==> config.mk <==
export PLATFORM = sky130hd
export DESIGN_NAME = wb_slave_decoder
export DESIGN_NICKNAME = d
export VERILOG_FILES = /design/src/rtl/wb_pkg.sv /design/src/rtl/wb_addr_match.sv /design/src/rtl/wb_slave_decoder.sv
export SDC_FILE = /design/constraint.sdc
export NUM_CORES = 1
export LEC_CHECK = 0
export CAP_MARGIN = 10
export CORE_AREA = 2 2 140 142
export DETAILED_ROUTE_END_ITERATION = 10
export DIE_AREA = 0 0 142 144
export PLACE_DENSITY_LB_ADDON = 0.2
export SLEW_MARGIN = 20
export SYNTH_ARGS = -nofsm -noshare
export SYNTH_HDL_FRONTEND = slang
export SYNTH_HIERARCHICAL = 1
export SYNTH_SLANG_ARGS = --single-unit
==> constraint.sdc <==
create_clock -name clk -period 2.2 [get_ports clk]
set_input_delay 0.55 -clock clk [delete_from_list [all_inputs] [get_ports clk]]
set_output_delay 0.55 -clock clk [all_outputs]
set_load 0.02 [all_outputs]
==> src/rtl/wb_pkg.sv <==
// wb_pkg: widths, FSM state indices and default error data shared by the
// Wishbone slave decoder and its address-match sub-module.
package wb_pkg;

    localparam int ADR_W = 36;
    localparam int DAT_W = 32;
    localparam int N_SLV = 4;

    // Bit positions of the one-hot decoder states
    localparam int ST_IDLE_IX   = 0;
    localparam int ST_ACTIVE_IX = 1;
    localparam int ST_RESP_IX   = 2;
    localparam int ST_ERR_IX    = 3;
    localparam int N_ST         = 4;

    typedef enum logic [N_ST-1:0] {
        ST_IDLE   = N_ST'(1 << ST_IDLE_IX),
        ST_ACTIVE = N_ST'(1 << ST_ACTIVE_IX),
        ST_RESP   = N_ST'(1 << ST_RESP_IX),
        ST_ERR    = N_ST'(1 << ST_ERR_IX)
    } state_t;

    // Read data handed back when a cycle is terminated by the decoder itself
    localparam logic [DAT_W-1:0] DEFAULT_ERR_DATA = 32'hDEADBEEF;

endpackage

==> src/rtl/wb_addr_match.sv <==
// wb_addr_match: combinational base/mask compare over all slaves. Overlapping
// windows resolve to the lowest slave index; none_o flags an unmapped address.
module wb_addr_match
    import wb_pkg::*;
#(
    parameter logic [N_SLV*ADR_W-1:0] SLV_BASE = '0,
    parameter logic [N_SLV*ADR_W-1:0] SLV_MASK = '0
) (
    input  logic [ADR_W-1:0] adr_i,
    output logic [N_SLV-1:0] hit_o,
    output logic             none_o
);

    // Scan from the highest index down so the lowest matching slave is kept
    always_comb begin
        // NOTE: every output gets a value before any branch, otherwise a
        // path that skips the assignment would infer a latch.
        hit_o  = '0;
        none_o = 1'b1;
        for (int n = N_SLV - 1; n >= 0; n--) begin
            if ((adr_i & SLV_MASK[n*ADR_W +: ADR_W]) == SLV_BASE[n*ADR_W +: ADR_W]) begin
                hit_o    = '0;
                hit_o[n] = 1'b1;
                none_o   = 1'b0;
            end
        end
    end

endmodule

==> src/rtl/wb_slave_decoder.sv <==
// wb_slave_decoder: routes one Wishbone master onto four slave ports with
// registered strobes and a registered response. Unmapped addresses (and, when
// WB_DECODER_TIMEOUT_EN is defined, slaves that never ack) are terminated with
// a synthetic ack carrying ERR_DATA plus a bus_err_o pulse.
module wb_slave_decoder
    import wb_pkg::*;
#(
    parameter logic [N_SLV*ADR_W-1:0] SLV_BASE = '0,
    parameter logic [N_SLV*ADR_W-1:0] SLV_MASK = '0,
    parameter int unsigned            TIMEOUT  = 1024,
    parameter logic [DAT_W-1:0]       ERR_DATA = DEFAULT_ERR_DATA
) (
    input  logic                   clk,
    input  logic                   rst_n,
    input  logic [ADR_W-1:0]       s_adr_i,
    input  logic [DAT_W-1:0]       s_dat_i,
    input  logic [3:0]             s_sel_i,
    input  logic                   s_we_i,
    input  logic                   s_stb_i,
    input  logic                   s_cyc_i,
    output logic [DAT_W-1:0]       s_dat_o,
    output logic                   s_ack_o,
    output logic [ADR_W-1:0]       m_adr_o,
    output logic [DAT_W-1:0]       m_dat_o,
    output logic [3:0]             m_sel_o,
    output logic                   m_we_o,
    output logic [N_SLV-1:0]       m_cyc_o,
    output logic [N_SLV-1:0]       m_stb_o,
    input  logic [N_SLV*DAT_W-1:0] m_dat_i,
    input  logic [N_SLV-1:0]       m_ack_i,
    output logic                   bus_err_o,
    output logic [ADR_W-1:0]       err_adr_o
);

    // Reject an out-of-range timeout at elaboration
    if (TIMEOUT < 2 || TIMEOUT > 65535) begin : g_bad_timeout
        $error("wb_slave_decoder: TIMEOUT must be within 2..65535");
    end

    state_t            state_q, state_d;
    logic [N_SLV-1:0]  stb_q, stb_d;
    logic              ack_q, ack_d;
    logic              err_q, err_d;
    logic [DAT_W-1:0]  rdat_q, rdat_d;
    logic [ADR_W-1:0]  adr_q, adr_d;
    logic [DAT_W-1:0]  wdat_q, wdat_d;
    logic [3:0]        sel_q, sel_d;
    logic              we_q, we_d;
    logic [ADR_W-1:0]  err_adr_q, err_adr_d;

    logic [N_SLV-1:0]  hit;
    logic              hit_none;
    logic              slv_ack;
    logic [DAT_W-1:0]  slv_rdata;

`ifdef WB_DECODER_TIMEOUT_EN
    localparam int               CNT_W    = $clog2(TIMEOUT + 1);
    localparam logic [CNT_W-1:0] CNT_LAST = CNT_W'(TIMEOUT - 1);
    logic [CNT_W-1:0] cnt_q, cnt_d;
`endif

    wb_addr_match #(
        .SLV_BASE (SLV_BASE),
        .SLV_MASK (SLV_MASK)
    ) u_match (
        .adr_i  (s_adr_i),
        .hit_o  (hit),
        .none_o (hit_none)
    );

    // Only the selected port's ack and read lane are visible; the rest are ignored
    always_comb begin
        slv_rdata = '0;
        for (int n = 0; n < N_SLV; n++) begin
            if (stb_q[n]) begin
                slv_rdata = slv_rdata | m_dat_i[n*DAT_W +: DAT_W];
            end
        end
    end

    assign slv_ack = |(m_ack_i & stb_q);

    // Next-state and registered-output decisions for the cycle FSM
    always_comb begin
        state_d   = state_q;
        stb_d     = stb_q;
        ack_d     = 1'b0;
        err_d     = 1'b0;
        rdat_d    = rdat_q;
        adr_d     = adr_q;
        wdat_d    = wdat_q;
        sel_d     = sel_q;
        we_d      = we_q;
        err_adr_d = err_adr_q;
`ifdef WB_DECODER_TIMEOUT_EN
        cnt_d     = cnt_q;
`endif
        case (state_q)
            ST_IDLE: begin
                if (s_cyc_i && s_stb_i) begin
                    adr_d  = s_adr_i;
                    wdat_d = s_dat_i;
                    sel_d  = s_sel_i;
                    we_d   = s_we_i;
                    if (hit_none) begin
                        // Unmapped: answer straight away; a write is simply dropped
                        state_d   = ST_ERR;
                        ack_d     = 1'b1;
                        err_d     = 1'b1;
                        rdat_d    = ERR_DATA;
                        err_adr_d = s_adr_i;
                    end else begin
                        state_d = ST_ACTIVE;
                        stb_d   = hit;
`ifdef WB_DECODER_TIMEOUT_EN
                        cnt_d   = '0;
`endif
                    end
                end
            end
            ST_ACTIVE: begin
                if (!s_cyc_i) begin
                    // Master walked away: release the slave, owe no ack
                    state_d = ST_IDLE;
                    stb_d   = '0;
                end else if (slv_ack) begin
                    // A slave ack beats a timeout landing on the same edge
                    state_d = ST_RESP;
                    stb_d   = '0;
                    ack_d   = 1'b1;
                    rdat_d  = slv_rdata;
                end
`ifdef WB_DECODER_TIMEOUT_EN
                else if (cnt_q == CNT_LAST) begin
                    state_d   = ST_ERR;
                    stb_d     = '0;
                    ack_d     = 1'b1;
                    err_d     = 1'b1;
                    rdat_d    = ERR_DATA;
                    err_adr_d = adr_q;
                end else begin
                    cnt_d = cnt_q + 1'b1;
                end
`endif
            end
            ST_RESP, ST_ERR: begin
                state_d = ST_IDLE;
            end
            default: begin
                state_d = ST_IDLE;
                stb_d   = '0;
            end
        endcase
    end

    // State and output registers; reset drops every strobe and the ack at once
    always_ff @(posedge clk or negedge rst_n) begin
        if (!rst_n) begin
            state_q   <= ST_IDLE;
            stb_q     <= '0;
            ack_q     <= 1'b0;
            err_q     <= 1'b0;
            rdat_q    <= '0;
            adr_q     <= '0;
            wdat_q    <= '0;
            sel_q     <= '0;
            we_q      <= 1'b0;
            err_adr_q <= '0;
`ifdef WB_DECODER_TIMEOUT_EN
            cnt_q     <= '0;
`endif
        end else begin
            // NOTE: non-blocking assignments here so every register samples
            // the pre-edge values, independent of statement order.
            state_q   <= state_d;
            stb_q     <= stb_d;
            ack_q     <= ack_d;
            err_q     <= err_d;
            rdat_q    <= rdat_d;
            adr_q     <= adr_d;
            wdat_q    <= wdat_d;
            sel_q     <= sel_d;
            we_q      <= we_d;
            err_adr_q <= err_adr_d;
`ifdef WB_DECODER_TIMEOUT_EN
            cnt_q     <= cnt_d;
`endif
        end
    end

    assign s_dat_o   = rdat_q;
    assign s_ack_o   = ack_q;
    assign m_adr_o   = adr_q;
    assign m_dat_o   = wdat_q;
    assign m_sel_o   = sel_q;
    assign m_we_o    = we_q;
    assign m_cyc_o   = stb_q;
    assign m_stb_o   = stb_q;
    assign bus_err_o = err_q;
    assign err_adr_o = err_adr_q;

endmodule

==> impl_metrics.toml <==
[place]
port_buffers = 359
hpwl_um = 16100
place_ws_ns = -0.0974
gp_congestion = 0.826
placed_cell_area_mm2 = 0.0105

[worst_setup_path]
critPathSlowestCell = "clkdlybuf4s50_1"
path_cells = "clkdlybuf4s50_1"
critPathBufInv = 1
cp.arrival_ns = 1.57
critical-path-top-delay-family = "buffers and inverters"
required_ns = 1.65
end_kind = "output pin"
max_stage_delay_ns = 0.67
critPathKind = "reg2out"
cp_max_fo = 5
worst_setup_path_start_kind = "register"

[finish]
fin_util_pct = 58.1
stdcell_area_mm2 = 0.0111
register_area_mm2 = 0.00378
layout.cells.most_common = "clkdlybuf4s50_1"
n_fill_cell = 1517
syn2layout_area_growth_pct = 67.5
post_route_cells_drive_above_1_share_pct = 20.6
multi_input_comb_area_mm2 = 0.00255
nNetsFinal = 1041
final_cell_mix = "clkdlybuf4s50_1 (356), dfrtp_1 (150), mux2_2 (94)"

[clock_tree]
cts-root-buf = "clkbuf_16"
clk_pin_slew_ns = 0.06
clock_sinks = 151
cts_tree = "done"
clk_latency_ns = 0.42
ctsHoldBuffers = 0
cts_made_buffers = 17
clockBufferDepth = 2
cts_max_level = 4
post-cts-setup-buffers = 0

[sta]
fin_crit_ns = 2.12
setup_viol = 0
hold_viol_final = 0
slew_viol_final = 39
grt_setup_unrepaired = "false"
finClkSkew_ns = 0.00944
timing.final.crit_share_pct = 96.2
tightest_slew_ns = 2.11
tns_ns = 0
max_slew_margin_pct = -40.8
max_freq_ghz = 0.473
worst_slack_ns = 0.0843

[yosys]
postSynthAreaPerCell_um2 = 14.1
synth-seq-cells = 151
yosysWarnings = 6
synth_cell_types = 27
syn_inst = 471
syn_area_mm2 = 0.00662
yosysSeqAreaShare_pct = 57.1

[drt]
vias = 5375
avgRoutedWirePerCell_um = 19.3
drtAntennaViolNets = 0
dr.first_iter.drc_count = 202
viasPerCell = 4.96
routed_wl_um = 21000
route.detailed.drc = 0
firstDrtPassIters = 4

[power]
p_leak_nw = 4.50
peakVddDrop_uv = 514
power_density_mw_per_mm2 = 955

[die]
pin_count = 360
start_util_pct = 34.7
die_h_um = 144
rows = 51
coreArea_mm2 = 0.0191
fp.dieArea_mm2 = 0.0204
die_w_um = 142

[global_routing]
grt_pass1_vias = 5747
antenna_found_initial = 1
grt_pass1_wl_um = 31600
gr-usage-all-layers_pct = 20.2
gr-total-overflow = 0
grt_max_degree = 53

[run]
cap_violations = 0

[run_status]
violations = "slew limit"
status = "finished, violations left"

[hold_path]
hold_path.class = "in2async"
where the power goes:
group | internal (mW) | total (mW) | switching [mW]
Combinational | 2.13 | 3.97 | 1.84
Sequential | 3.37 | 3.73 | 0.364
Clock | 1.76 | 2.89 | 1.13
worst paths after layout:
| check | from | end | slack, ns | cells past startpoint |
|---|---|---|---|---|
| setup / recovery | m_cyc_o[1] | m_stb_o[1] | 0.08 | 1 |
| hold / removal | rst_n | err_adr_o[6] | 0.05 | 1 |
| setup reg to reg | state_q[2] | s_dat_o[20] | 0.39 | 3 |
| hold reg to reg | s_dat_o[25] | s_dat_o[25] | 0.49 | 1 |
| max in group asynchronous | rst_n | err_adr_o[23] | 1.48 | 2 |
| min in group clk | s_dat_o[25] | s_dat_o[25] | 0.49 | 1 |
area by class of cell:
type / instances / area share (%)
clock inverters: 11 / 1.09
flip-flops and latches: 151 / 34.1
diodes: 1 / 0.0226
inverters: 6 / 0.203
well taps: 238 / 2.69
repair buffers: 383 / 34.6
clock buffers: 21 / 4.24
multi-input cells: 273 / 23.0
state kept, by name (all words and copies together) (netlist names):
name	count
state_q	4
m_cyc_o	4
m_dat_o	32
err_adr_o	36
m_sel_o	4
bus_err_o	1
s_dat_o	32
s_ack_o	1
m_we_o	1
m_adr_o	36
routing by layer:
| layer | routed length [µm] | vias to the layer above | share of wire, % | global-route usage, % |
|---|---|---|---|---|
| met5 | 0 | - | 0 | 0 |
| met4 | 281 | 0 | 1.3 | 6.89 |
| met3 | 2090 | 17 | 10 | 8.48 |
| met2 | 10900 | 244 | 52 | 35.9 |
| met1 | 7670 | 2668 | 37 | 21.8 |
| li1 | - | 2446 | - | - |
cells by family (layout without fill, tap and decap cells):
family / after synthesis / after routing / synth area share (%)
other: 2 / 6 / 0.113
XOR/XNOR: 1 / 1 / 0.132
flip-flops: 151 / 151 / 57.1
AND/OR/NAND/NOR: 42 / 42 / 3.69
AO/OA/AOI/OAI: 80 / 80 / 8.83
buffers and inverters: 50 / 421 / 4.52
multiplexers: 145 / 145 / 25.6
metrics by stage:
step / instances / hold WS [ns] / power (mW)
final: 1084 / 0.0539 / 10.6
after global routing: 1084 / 0.0666 / 11.1
after global placement: 1051 / 0.470 / 7.68
after detailed placement: 1051 / 0.475 / 7.77
after floorplan: 474 / 0.254 / 5.67
after CTS: 1083 / 0.0609 / 10.7
cell usage after synthesis:
cell,number,area (µm²)
dfrtp_1,150,3750
mux2_2,94,1060
a22oi_1,66,495
mux2_1,29,327
nand3_1,24,120
clkbuf_1,19,71.3
mux2_4,18,270
buf_4,17,128
nand2_1,12,45.0
a21oi_1,9,45.0
buf_6,6,67.6
inv_1,6,22.5
mux2i_1,4,40.0
buf_2,2,10.0
conb_1,2,7.51
nor4b_4,2,47.6
a2bb2oi_1,1,8.76
a32o_1,1,10.0
and2b_1,1,7.51
dfstp_2,1,26.3
nand2b_1,1,6.26
nor3b_1,1,7.51
o211a_1,1,10.0
o221ai_1,1,8.76
o22ai_1,1,6.26
or4b_2,1,10.0
xnor2_1,1,8.76
repair_timing:
action,CTS,global route
endpoints found under the setup margin,2,0
resized for setup,2,0
hold endpoints to repair,0,0
Note: power is estimated with default switching activity, not from simulation.
